$ cat config.mk
export PLATFORM = sky130hd
export DESIGN_NAME = tone_gen
export DESIGN_NICKNAME = d
export VERILOG_FILES = /design/src/rtl/tone_gen.sv
export SDC_FILE = /design/constraint.sdc
export NUM_CORES = 1
export LEC_CHECK = 0
export BUFFER_PORTS_ARGS = -buffer_cell sky130_fd_sc_hd__buf_4
export CAP_MARGIN = 20
export CORE_MARGIN = 2
export CORE_UTILIZATION = 35
export DETAILED_ROUTE_END_ITERATION = 7
export REMOVE_ABC_BUFFERS = 1
export SLEW_MARGIN = 5
export SYNTH_ARGS = -nofsm -noshare
export SYNTH_HDL_FRONTEND = slang
export SYNTH_SLANG_ARGS = --single-unit
$ cat constraint.sdc
create_clock -name clk -period 4.41 [get_ports clk]
set_input_delay 0.2205 -clock clk [delete_from_list [all_inputs] [get_ports clk]]
set_output_delay 0.2205 -clock clk [all_outputs]
set_load 0.01 [all_outputs]
$ cat src/rtl/tone_gen.sv
// tone_gen: square-wave tone generator. Converts a note frequency in Hz into a
// half-period in clock cycles using an iterative restoring divider, then drives
// a square wave whose frequency changes only at half-period boundaries.
module tone_gen #(
    parameter int CLK_HZ = 100_000_000,
    parameter int DIV_W  = 26
) (
    input  logic        clk,
    input  logic        rst_n,
    input  logic [11:0] freq,
    output logic        audio_out,
    output logic        audio_sd,
    output logic        busy
);

    localparam logic [DIV_W-1:0] DIVIDEND = DIV_W'(CLK_HZ / 2);
    localparam int               ITER_W   = $clog2(DIV_W + 1);

    typedef enum logic [0:0] {MUTE, RUN} state_t;

    // Input capture and the value last handed to the divider.
    logic [11:0]       freq_q;
    logic [11:0]       freq_tgt;
    logic              accept;

    // Divider state. freq_tgt doubles as the divisor while a divide runs.
    logic [11:0]       rem;
    logic [DIV_W-1:0]  quot;
    logic [ITER_W-1:0] iter;
    logic [12:0]       rem_shift;
    logic              rem_ge;
    logic [11:0]       rem_step;
    logic [DIV_W-1:0]  quot_step;
    logic              div_done;

    // Single-entry pending request: either a new half-period or a mute.
    logic [DIV_W-1:0]  half_pend;
    logic              pend_valid;
    logic              pend_mute;
    logic              pend_tone;
    logic              pend_take;

    // Tone output state.
    state_t            state, state_next;
    logic [DIV_W-1:0]  cnt, cnt_next;
    logic [DIV_W-1:0]  half, half_next;
    logic              audio_next;
    logic              sd_next;

    assign accept = (freq_q != freq_tgt);

    // One restoring-division step: shift in the next dividend bit, subtract if it fits.
    assign rem_shift = {rem, quot[DIV_W-1]};
    assign rem_ge    = (rem_shift >= {1'b0, freq_tgt});
    assign rem_step  = rem_ge ? 12'(rem_shift - {1'b0, freq_tgt}) : rem_shift[11:0];
    assign quot_step = {quot[DIV_W-2:0], rem_ge};
    assign div_done  = busy && !accept && (iter == ITER_W'(1));

    // Input register, change acceptance and the iterative divider (a new accept aborts any divide).
    always_ff @(posedge clk or negedge rst_n) begin
        if (!rst_n) begin
            freq_q   <= '0;
            freq_tgt <= '0;
            rem      <= '0;
            quot     <= '0;
            iter     <= '0;
            busy     <= 1'b0;
        end else begin
            freq_q <= freq;
            if (accept) begin
                freq_tgt <= freq_q;
                rem      <= '0;
                quot     <= DIVIDEND;
                iter     <= ITER_W'(DIV_W);
                busy     <= (freq_q != 12'd0);
            end else if (busy) begin
                rem  <= rem_step;
                quot <= quot_step;
                iter <= iter - ITER_W'(1);
                if (iter == ITER_W'(1)) begin
                    busy <= 1'b0;
                end
            end
        end
    end

    // Pending slot: a fresh write wins over a same-cycle consume, so it lands at the next boundary.
    always_ff @(posedge clk or negedge rst_n) begin
        if (!rst_n) begin
            half_pend  <= '0;
            pend_valid <= 1'b0;
            pend_mute  <= 1'b0;
        end else if (accept && (freq_q == 12'd0)) begin
            pend_valid <= 1'b1;
            pend_mute  <= 1'b1;
        end else if (div_done) begin
            half_pend  <= quot_step;
            pend_valid <= 1'b1;
            pend_mute  <= 1'b0;
        end else if (pend_take) begin
            pend_valid <= 1'b0;
        end
    end

    assign pend_tone = pend_valid && !pend_mute && (half_pend != '0);

    // Output FSM state and registered audio lines.
    always_ff @(posedge clk or negedge rst_n) begin
        if (!rst_n) begin
            state     <= MUTE;
            cnt       <= '0;
            half      <= '0;
            audio_out <= 1'b0;
            audio_sd  <= 1'b0;
        end else begin
            state     <= state_next;
            cnt       <= cnt_next;
            half      <= half_next;
            audio_out <= audio_next;
            audio_sd  <= sd_next;
        end
    end

    // Next-state logic: start from MUTE immediately, otherwise change only at a half-period boundary.
    always_comb begin
        state_next = state;
        cnt_next   = cnt;
        half_next  = half;
        audio_next = audio_out;
        sd_next    = audio_sd;
        pend_take  = 1'b0;
        case (state)
            MUTE: begin
                cnt_next   = '0;
                audio_next = 1'b0;
                sd_next    = 1'b0;
                if (pend_valid) begin
                    pend_take = 1'b1;
                    if (pend_tone) begin
                        half_next  = half_pend;
                        audio_next = 1'b1;
                        sd_next    = 1'b1;
                        state_next = RUN;
                    end
                end
            end
            RUN: begin
                if (cnt == half - DIV_W'(1)) begin
                    cnt_next = '0;
                    if (pend_valid) begin
                        pend_take = 1'b1;
                        if (pend_tone) begin
                            half_next  = half_pend;
                            audio_next = ~audio_out;
                        end else begin
                            audio_next = 1'b0;
                            sd_next    = 1'b0;
                            state_next = MUTE;
                        end
                    end else begin
                        audio_next = ~audio_out;
                    end
                end else begin
                    cnt_next = cnt + DIV_W'(1);
                end
            end
            default: begin
                state_next = MUTE;
            end
        endcase
    end

endmodule

==> flow_metrics.py, run 1 <==
metrics = {
    "logic_synthesis": {
        "synth-compound-area-share_pct": 11.90,
        "synth_ff_type": "dfrtp_1",
        "seq_area_frac_synth_pct": 43.65,
        "synth_edf_count": 0,
        "syn_inst": 930,
        "synth_xor_area_share_pct": 7.387,
        "synth-async-reset-ratio_pct": 100.0,
        "synthTopCellsByArea": "dfrtp_1, nand2_1, xnor2_1",
        "ys_warn_count": 0,
        "synth_top_area_share_pct": 43.65,
        "synthAdderAreaFrac_pct": 2.544,
        "yosys.cell_types.count": 62,
        "synth-seq-cells": 151,
        "syn-cell-area_um2": 8656,
        "synth_area_leader_cell": "dfrtp_1",
        "muxShareOfSynthArea_pct": 6.751,
        "syn_avg_cell_area_um2": 9.307,
        "yosys.area_share.simple_pct": 22.59,
        "synth_top_family_by_area": "simple AND/OR/NAND/NOR gates",
    },
    "global_routing": {
        "gr-usage-all-layers_pct": 15.17,
        "grt_max_degree": 100,
        "grt_pass1_vias": 6218,
        "grt_pass1_wl_um": 32170,
        "grt_overflow": 0,
        "antenna_found_initial": 0,
    },
    "cts": {
        "clkTransAtPathRegs_ps": 70,
        "postCtsHoldBufs": 13,
        "cts_setup_buffers": 0,
        "cts_root_buf": "clkbuf_16",
        "insertion_delay_ps": 430,
        "cts_sinks": 151,
        "cts_tree": "built",
        "clock_path_buffers": 2,
        "cts_resized": 0,
        "htreeDepth": 4,
        "numCtsBuffers": 17,
    },
    "timing": {
        "finalHoldViolations": 0,
        "max_freq_mhz": 259.7,
        "finalMaxSlewViolations": 0,
        "slew_headroom_pct": 37.06,
        "worst_pin_slew_ps": 944.1,
        "rsz0062_at_grt": "false",
        "setup_viol": 0,
        "min_period_ps": 3850,
        "clock-skew-final_ps": 11.65,
        "tns_ps": 0,
        "finalCritPeriodShare_pct": 87.31,
    },
    "floorplanning": {
        "core_area_um2": 24320,
        "rows": 57,
        "fp.dieW_um": 161.3,
        "io_pins": 17,
        "die_area_um2": 26000,
        "start_util_pct": 35.59,
        "die_height_um": 161.3,
    },
    "drt": {
        "drc": 0,
        "drt-initial-drc-count": 540,
        "drtPass1Iterations": 6,
        "wl_um": 18940,
        "via_per_inst": 5.343,
        "wl_per_cell_um": 15.22,
        "vias": 6652,
        "final_antenna_net_count": 0,
    },
    "power_and_ir_drop": {
        "clkPwrFrac_pct": 49.9,
        "finalPower_mw": 2.994,
        "p_seq_share_pct": 47.0,
        "combPwrFrac_pct": 3.1,
        "p_per_area_nw_per_um2": 307.4,
        "p_switching_mw": 0.6947,
        "intPower_mw": 2.299,
        "swShare_pct": 23.20,
        "irDropWorstVdd_mv": 0.1991,
        "p_leak_nw": 4.358,
    },
    "flow_run": {
        "cap_viol_max_count": 0,
    },
    "layout": {
        "design_area_um2": 9739,
        "fillCellCount": 2346,
        "nNetsFinal": 939,
        "mostFrequentLayoutCells": "dfrtp_1, nand2_1, xnor2_1",
        "diodes": 0,
        "final_layout_size_suffix_gt1_share_pct": 11.18,
        "final_common_cell": "dfrtp_1",
        "fin_util_pct": 40.05,
        "stdcell_count": 1245,
        "area_growth_pct": 12.52,
    },
    "worst_setup_path": {
        "reg2regPathDepth": 9,
        "r2r_start": "half[2]",
        "crit_fanout": 27,
        "worstPathArrival_ps": 4160,
        "crit_type": "reg -> reg",
        "ff2ff_setup_slack_ps": 560,
        "r2r-end": "pend_valid",
        "cp-start-kind": "register",
        "end_kind": "register",
        "cp_data_required_time_ps": 4720,
    },
    "hold_path": {
        "hold_path_depth": 0,
        "hold_path_startpoint": "freq_q[4]",
        "hold_path.class": "reg -> reg",
        "hold_path_end": "freq_tgt[4]",
    },
    "run_status": {
        "status": "finished, final reports clean",
    },
    "placed_design": {
        "dp_hpwl_um": 12260,
        "post-place-cells": 1199,
        "io_buffers": 16,
        "globalplace.congestion": 0.7995,
        "post_dp_cell_area_um2": 8986,
    },
}
[sequential cells by signal (all words and copies together), names as in the netlist]
signal / count
freq_q: 12
freq_tgt: 12
half_pend: 26
half: 26
rem: 12
audio_out: 1
pend_mute: 1
cnt: 26
audio_sd: 1
iter: 5
pend_valid: 1
quot: 26
busy: 1
state: 1
[cell families after synthesis]
group,count (synthesis)
compound gates,149
xor+xnor,73
fa+ha+maj,17
buf+inv,115
flops,151
mux,55
simple gates,370
[critical path, cell delays in order (launching register included)]
cell and delay [ps]:
dfrtp_1 500, nor4_4 590, nand3_1 250, a2111oi_0 650, nand4_1 240, a2111o_1 390, a2111o_1 330, or2_1 220
buf_4 210, a311o_1 360
[power by group through the flow]
stage                     sequential [mW]  clock, mW  combinational [mW]
after floorplan                      1.43          0              0.0349
after global placement               1.43          0              0.0867
after detailed placement             1.43          0              0.0870
after CTS                            1.41       1.53              0.0964
after global routing                 1.41       1.58               0.107
final                                1.41       1.49              0.0932
[per-layer routing]
layer  vias up  GRT usage (%)  wire length, um
met5         -              0                0
li1       3309              -                -
met1      3221          21.80             9596
met4         0          4.221              201
met2       107          23.66             8630
met3        15          2.542              516
[Yosys cell counts, drive strengths merged (26+ instances only)]
library cell	n
inv	28
nor4	33
a31oi	27
dfrtp	151
mux2i	28
nand3	39
nor2	37
o21ai	33
o311ai	26
mux2	27
and3	30
xnor2	51
nand2	120
clkbuf	68
[final cells by class]
class | instances | area (um2) | area share (%)
well taps | 324 | 405.4 | 4.162
flip-flops and latches | 151 | 3781 | 38.82
multi-input cells | 664 | 4438 | 45.57
repair buffers | 46 | 406.6 | 4.175
inverters | 28 | 105.1 | 1.079
clock inverters | 14 | 163.9 | 1.683
clock buffers | 18 | 439.2 | 4.509
[through the flow]
stage,hold slack [ps],worst slack (ps)
global route,417.8,445.4
global placement,329.6,698.5
CTS,409.0,693.3
floorplan,-75.09,327.6
finish,417.0,559.8
detailed placement,331.1,712.8
[how the worst max path moves through the flow]
stage,slack [ps],depth (start not counted),startpoint,to
final,560,9,half[2],pend_valid
after global routing,450,9,half[2],pend_valid
after CTS,690,9,half[2],pend_valid
after detailed placement,710,9,half[2],pend_valid
after global placement,700,9,half[2],pend_valid
after floorplan,330,8,half[2],pend_valid
Note: power is estimated with default switching activity, not from simulation.
==> inputs of run 2 (changes only) <==
CORE_UTILIZATION = 51   (was 35)
GPL_TIMING_DRIVEN = 0   (was not set)
PLACE_DENSITY = 0.67   (was not set)
clock period = 4.5 ns   (was 4.41 ns; I/O delays follow)
==> run 2 against run 1 <==
- combinational power shrank 2.7%
- largest cell class unchanged
- die area shrank 31%
- largest power group unchanged
- non-clock buffer count shrank 9
- wire length shrank 2.8%
==> flow_metrics.py, run 2 (synthesized netlist as in run 1, its figures left out) <==
metrics = {
    "timing": {
        "setup_viol": 0,
        "min_period_ps": 4193,
        "finalCritPeriodShare_pct": 93.19,
        "rsz0062_at_grt": "false",
        "tns_ps": 0,
        "max_freq_mhz": 238.5,
        "finalHoldViolations": 0,
        "finalMaxSlewViolations": 0,
        "holdWs_ps": 246.2,
        "clock-skew-final_ps": 8.693,
        "worst_pin_slew_ps": 1003,
        "slew_headroom_pct": 33.14,
    },
    "cts": {
        "insertion_delay_ps": 430,
        "cts_root_buf": "clkbuf_16",
        "numCtsBuffers": 17,
        "cts_sinks": 151,
        "htreeDepth": 4,
        "clock_path_buffers": 2,
        "clkTransAtPathRegs_ps": 70,
        "cts_tree": "built",
    },
    "placed_design": {
        "globalplace.congestion": 0.8385,
        "post_dp_cell_area_um2": 8845,
        "dp_hpwl_um": 11940,
        "io_buffers": 16,
    },
    "drt": {
        "final_antenna_net_count": 0,
        "vias": 6662,
        "wl_um": 18410,
        "drc": 0,
        "drt-initial-drc-count": 408,
        "drtPass1Iterations": 5,
        "wl_per_cell_um": 16.25,
        "via_per_inst": 5.880,
    },
    "worst_setup_path": {
        "crit_chain": "nor4_4, nand3_4, or4_1, a32o_1, a2111o_1, a2111o_2, or2_4, a311o_1",
        "cp_data_required_time_ps": 4810,
        "reg2regPathDepth": 8,
        "crit_type": "reg -> reg",
        "crit_fanout": 28,
        "end_kind": "register",
        "worstPathArrival_ps": 4510,
        "max_stage_delay_ps": 700,
        "cp-start-kind": "register",
        "cp_slowest_cell": "a2111o_2",
    },
    "power_and_ir_drop": {
        "irDropWorstVdd_mv": 0.2655,
        "p_per_area_nw_per_um2": 310.0,
        "p_leak_nw": 4.341,
    },
    "layout": {
        "area_growth_pct": 11.19,
        "final_common_cell": "dfrtp_1",
        "design_area_um2": 9624,
        "mostFrequentLayoutCells": "dfrtp_1, nand2_1, xnor2_1",
        "nNetsFinal": 931,
        "final_layout_size_suffix_gt1_share_pct": 10.73,
        "diodes": 0,
    },
    "global_routing": {
        "antenna_found_initial": 0,
        "grt_overflow": 0,
        "grt_max_degree": 117,
        "grt_pass1_wl_um": 32000,
        "grt_pass1_vias": 6416,
        "gr-usage-all-layers_pct": 21.85,
    },
    "floorplanning": {
        "rows": 47,
        "start_util_pct": 52.20,
        "die_height_um": 134.3,
        "io_pins": 17,
        "core_area_um2": 16580,
        "die_area_um2": 18030,
        "fp.dieW_um": 134.3,
    },
    "hold_path": {
        "hold_path.class": "in -> async",
    },
    "flow_run": {
        "cap_viol_max_count": 0,
    },
    "run_status": {
        "status": "finished, final reports clean",
    },
}
run 2: changes by cell type in the layout (fill, tap and decap cells not counted), sizes merged:
cell      change
clkinvlp      +1
a2111o        +1
clkbuf        -1
clkinv        -2
bufinv        +1
inv           +1
buf           -9
run 2: area by class of cell:
class / count / area [um2]
inverters: 28 / 105.1
repair buffers: 37 / 376.6
flip-flops and latches: 151 / 3784
clock inverters: 15 / 202.7
well taps: 220 / 275.3
clock buffers: 17 / 425.4
multi-input cells: 665 / 4456
fillers: 1449 / 6959
run 2: worst paths after layout:
kind	end	slack [ps]	startpoint
max in group asynchronous	busy	3370	rst_n
min reg2reg	freq_tgt[3]	420	freq_q[3]
min	cnt[2]	250	rst_n
min in group clk	freq_tgt[3]	420	freq_q[3]
max	pend_valid	310	half[3]
max reg2reg	pend_valid	310	half[3]
run 2: routing by layer:
layer	GRT usage [%]	routed length (um)	vias to the layer above
li1	-	-	3290
met1	29.56	8627	3273
met2	36.14	9086	78
met3	3.666	426	21
met4	6.667	272	0
met5	0	0	-
run 2: metrics by stage:
step / instances / util, % / power, mW / setup WS (ps)
6_report: 1133 / 58.04 / 2.983 / 306.6
5_1_grt: 1133 / 58.04 / 3.083 / 162.0
4_1_cts: 1132 / 57.98 / 3.019 / 54.01
3_5_place_dp: 1086 / 53.33 / 1.487 / -157.0
3_3_place_gp: 1079 / 52.51 / 1.483 / -1396
2_1_floorplan: 843 / - / 1.436 / 417.6
run 2: repair_timing:
item / CTS / global route
setup endpoints to repair: 27 / 1
pin swaps: 1 / 1
hold endpoints to repair: 47 / 0
gates cloned: 1 / 0
resized for setup: 1 / 1
buffers inserted: 0 / 1
hold buffers: 13 / 0
run 2: critical path, delay by kind of cell, from the launching register on:
family,cells,cell delay (ps)
compound gates,4,1760
simple gates,4,1800
flops,1,500
run 2: power by group:
part	total, mW	switching (mW)	internal, mW
registers	1.38	0.00955	1.37
clock network	1.51	0.619	0.896
logic	0.0907	0.0550	0.0357
==> inputs of run 3 (changes only) <==
CELL_PAD_IN_SITES_DETAIL_PLACEMENT = 1   (was not set)
CELL_PAD_IN_SITES_GLOBAL_PLACEMENT = 2   (was not set)
CORE_UTILIZATION = 44   (was 51)
PLACE_DENSITY = not set   (was 0.67)
PLACE_DENSITY_LB_ADDON = 0.1   (was not set)
==> run 3 against run 2 <==
- first-iteration DRC count is 21% lower
- highest routed layer unchanged
- sequential power about the same
- register-to-register slack worse by 120 ps
- global-route usage up 1.0 points
- hold slack gained 19 ps
- clock power is 6% higher
==> flow_metrics.py, run 3 (synthesized netlist as in run 1, its figures left out) <==
metrics = {
    "global_routing": {
        "gr-usage-all-layers_pct": 22.87,
        "grt_overflow": 0,
        "grt_pass1_vias": 7255,
        "busiest_layer": "met2",
        "antenna_found_initial": 0,
        "gr-usage-met2_pct": 41.48,
        "use_met3_pct": 4.404,
        "grt_pass1_wl_um": 37310,
        "grt_max_degree": 114,
        "grt_use_met1_pct": 27.45,
    },
    "floorplanning": {
        "die_area_um2": 20810,
        "rows": 51,
        "core_area_um2": 19400,
        "io_pins": 17,
        "start_util_pct": 44.62,
        "fp.dieW_um": 144.3,
        "die_height_um": 144.3,
    },
    "worst_setup_path": {
        "ff2ff_setup_slack_ps": 190,
        "cp-start-kind": "register",
        "reg2regPathDepth": 8,
        "r2r_start": "half[2]",
        "crit_type": "reg -> reg",
        "worstPathArrival_ps": 4630,
        "r2r-end": "pend_valid",
        "cp_data_required_time_ps": 4820,
        "crit_fanout": 56,
        "end_kind": "register",
    },
    "timing": {
        "finalCritPeriodShare_pct": 95.78,
        "setup_viol": 0,
        "finalHoldViolations": 0,
        "max_freq_mhz": 232.0,
        "min_period_ps": 4310,
        "clock-skew-final_ps": 10.57,
        "rsz0062_at_grt": "false",
        "finalMaxSlewViolations": 0,
        "worst_pin_slew_ps": 986.5,
        "slew_headroom_pct": 34.23,
    },
    "drt": {
        "vias": 6879,
        "wl_um": 22460,
        "wl_per_cell_um": 19.07,
        "drtPass1Iterations": 6,
        "final_antenna_net_count": 0,
        "drc": 0,
        "drt-initial-drc-count": 323,
        "via_per_inst": 5.840,
    },
    "placed_design": {
        "globalplace.congestion": 0.8629,
        "dp_hpwl_um": 15100,
        "io_buffers": 16,
        "post_dp_cell_area_um2": 8934,
        "post-place-cells": 1133,
    },
    "power_and_ir_drop": {
        "clkPwrFrac_pct": 52.1,
        "p_seq_share_pct": 44.8,
        "irDropWorstVdd_mv": 0.2678,
        "swShare_pct": 21.92,
        "p_leak_nw": 4.365,
        "combPwrFrac_pct": 3.0,
        "intPower_mw": 2.402,
        "p_per_area_nw_per_um2": 316.6,
        "p_switching_mw": 0.6741,
    },
    "layout": {
        "nNetsFinal": 931,
        "fillCellCount": 2202,
        "mostFrequentLayoutCells": "dfrtp_1, nand2_1, xnor2_1",
        "final_layout_size_suffix_gt1_share_pct": 10.51,
        "diodes": 0,
        "final_common_cell": "dfrtp_1",
        "design_area_um2": 9714,
        "stdcell_count": 1178,
        "area_growth_pct": 12.23,
    },
    "cts": {
        "clock_path_buffers": 2,
        "cts_tree": "built",
        "numCtsBuffers": 17,
        "clkTransAtPathRegs_ps": 70,
        "cts_sinks": 151,
        "htreeDepth": 4,
        "cts_root_buf": "clkbuf_16",
        "insertion_delay_ps": 440,
    },
    "flow_run": {
        "cap_viol_max_count": 0,
    },
    "hold_path": {
        "hold_path.class": "in -> async",
    },
    "run_status": {
        "status": "finished, final reports clean",
    },
}
run 3: worst max path at each step:
stage,from,endpoint,slack [ps],depth (start not counted)
after floorplan,half[2],pend_valid,420,8
after global placement,freq_q[9],half_pend[15],-1670,5
after detailed placement,half[2],pend_valid,-5,8
after CTS,half[2],pend_valid,130,8
after global routing,half[2],pend_valid,6,8
final,half[2],pend_valid,190,8
run 3: what timing repair did:
item | 4_1_cts | 5_1_grt
hold endpoints to repair | 50 | 0
gates resized for setup | 1 | 0
setup buffers | 0 | 0
hold buffers | 13 | 0
endpoints found under the setup margin | 13 | 0
run 3: final cells by class:
class	instances	area [um2]	area share, %
Multi-Input combinational cell	664	4442	45.72
Tap cell	265	331.6	3.413
Clock buffer	20	436.7	4.495
Timing Repair Buffer	38	401.6	4.134
Clock inverter	12	214.0	2.202
Sequential cell	151	3784	38.95
Inverter	28	105.1	1.082
run 3: metal layers:
| layer | part of all wire (%) | routed length (um) |
|---|---|---|
| met1 | 44 | 9876 |
| met4 | 1.7 | 386 |
| met2 | 52 | 11710 |
| met5 | 0 | 0 |
| met3 | 2.2 | 486 |
run 3: power by group through the flow:
stage               sequential (mW)  combinational, mW  clock [mW]
finish                         1.38             0.0932        1.60
global placement               1.40             0.0792           0
CTS                            1.38             0.0956        1.63
global route                   1.38              0.105        1.70
floorplan                      1.40             0.0342           0
detailed placement             1.41             0.0860           0
run 3: worst max-delay path, stage by stage (launching register included):
cell     delay, ps
dfrtp_1        510
or4_1          610
nor3_1         720
nand2_1        220
mux2_2         280
mux2i_1         60
a211o_2        690
or2_2          640
a311o_1        430
run 3: metrics by stage:
| step | util, % | setup TNS, ps | hold WS [ps] | power [mW] | worst slack (ps) |
|---|---|---|---|---|---|
| detailed placement | 46.05 | -11.79 | 124.0 | 1.491 | -5.118 |
| finish | 50.08 | 0 | 264.9 | 3.076 | 189.8 |
| global placement | 45.18 | -63040 | 334.6 | 1.483 | -1671 |
| CTS | 50.08 | 0 | 261.4 | 3.110 | 130.3 |
| floorplan | - | 0 | -70.59 | 1.436 | 417.6 |
| global route | 50.08 | 0 | 281.6 | 3.182 | 5.945 |
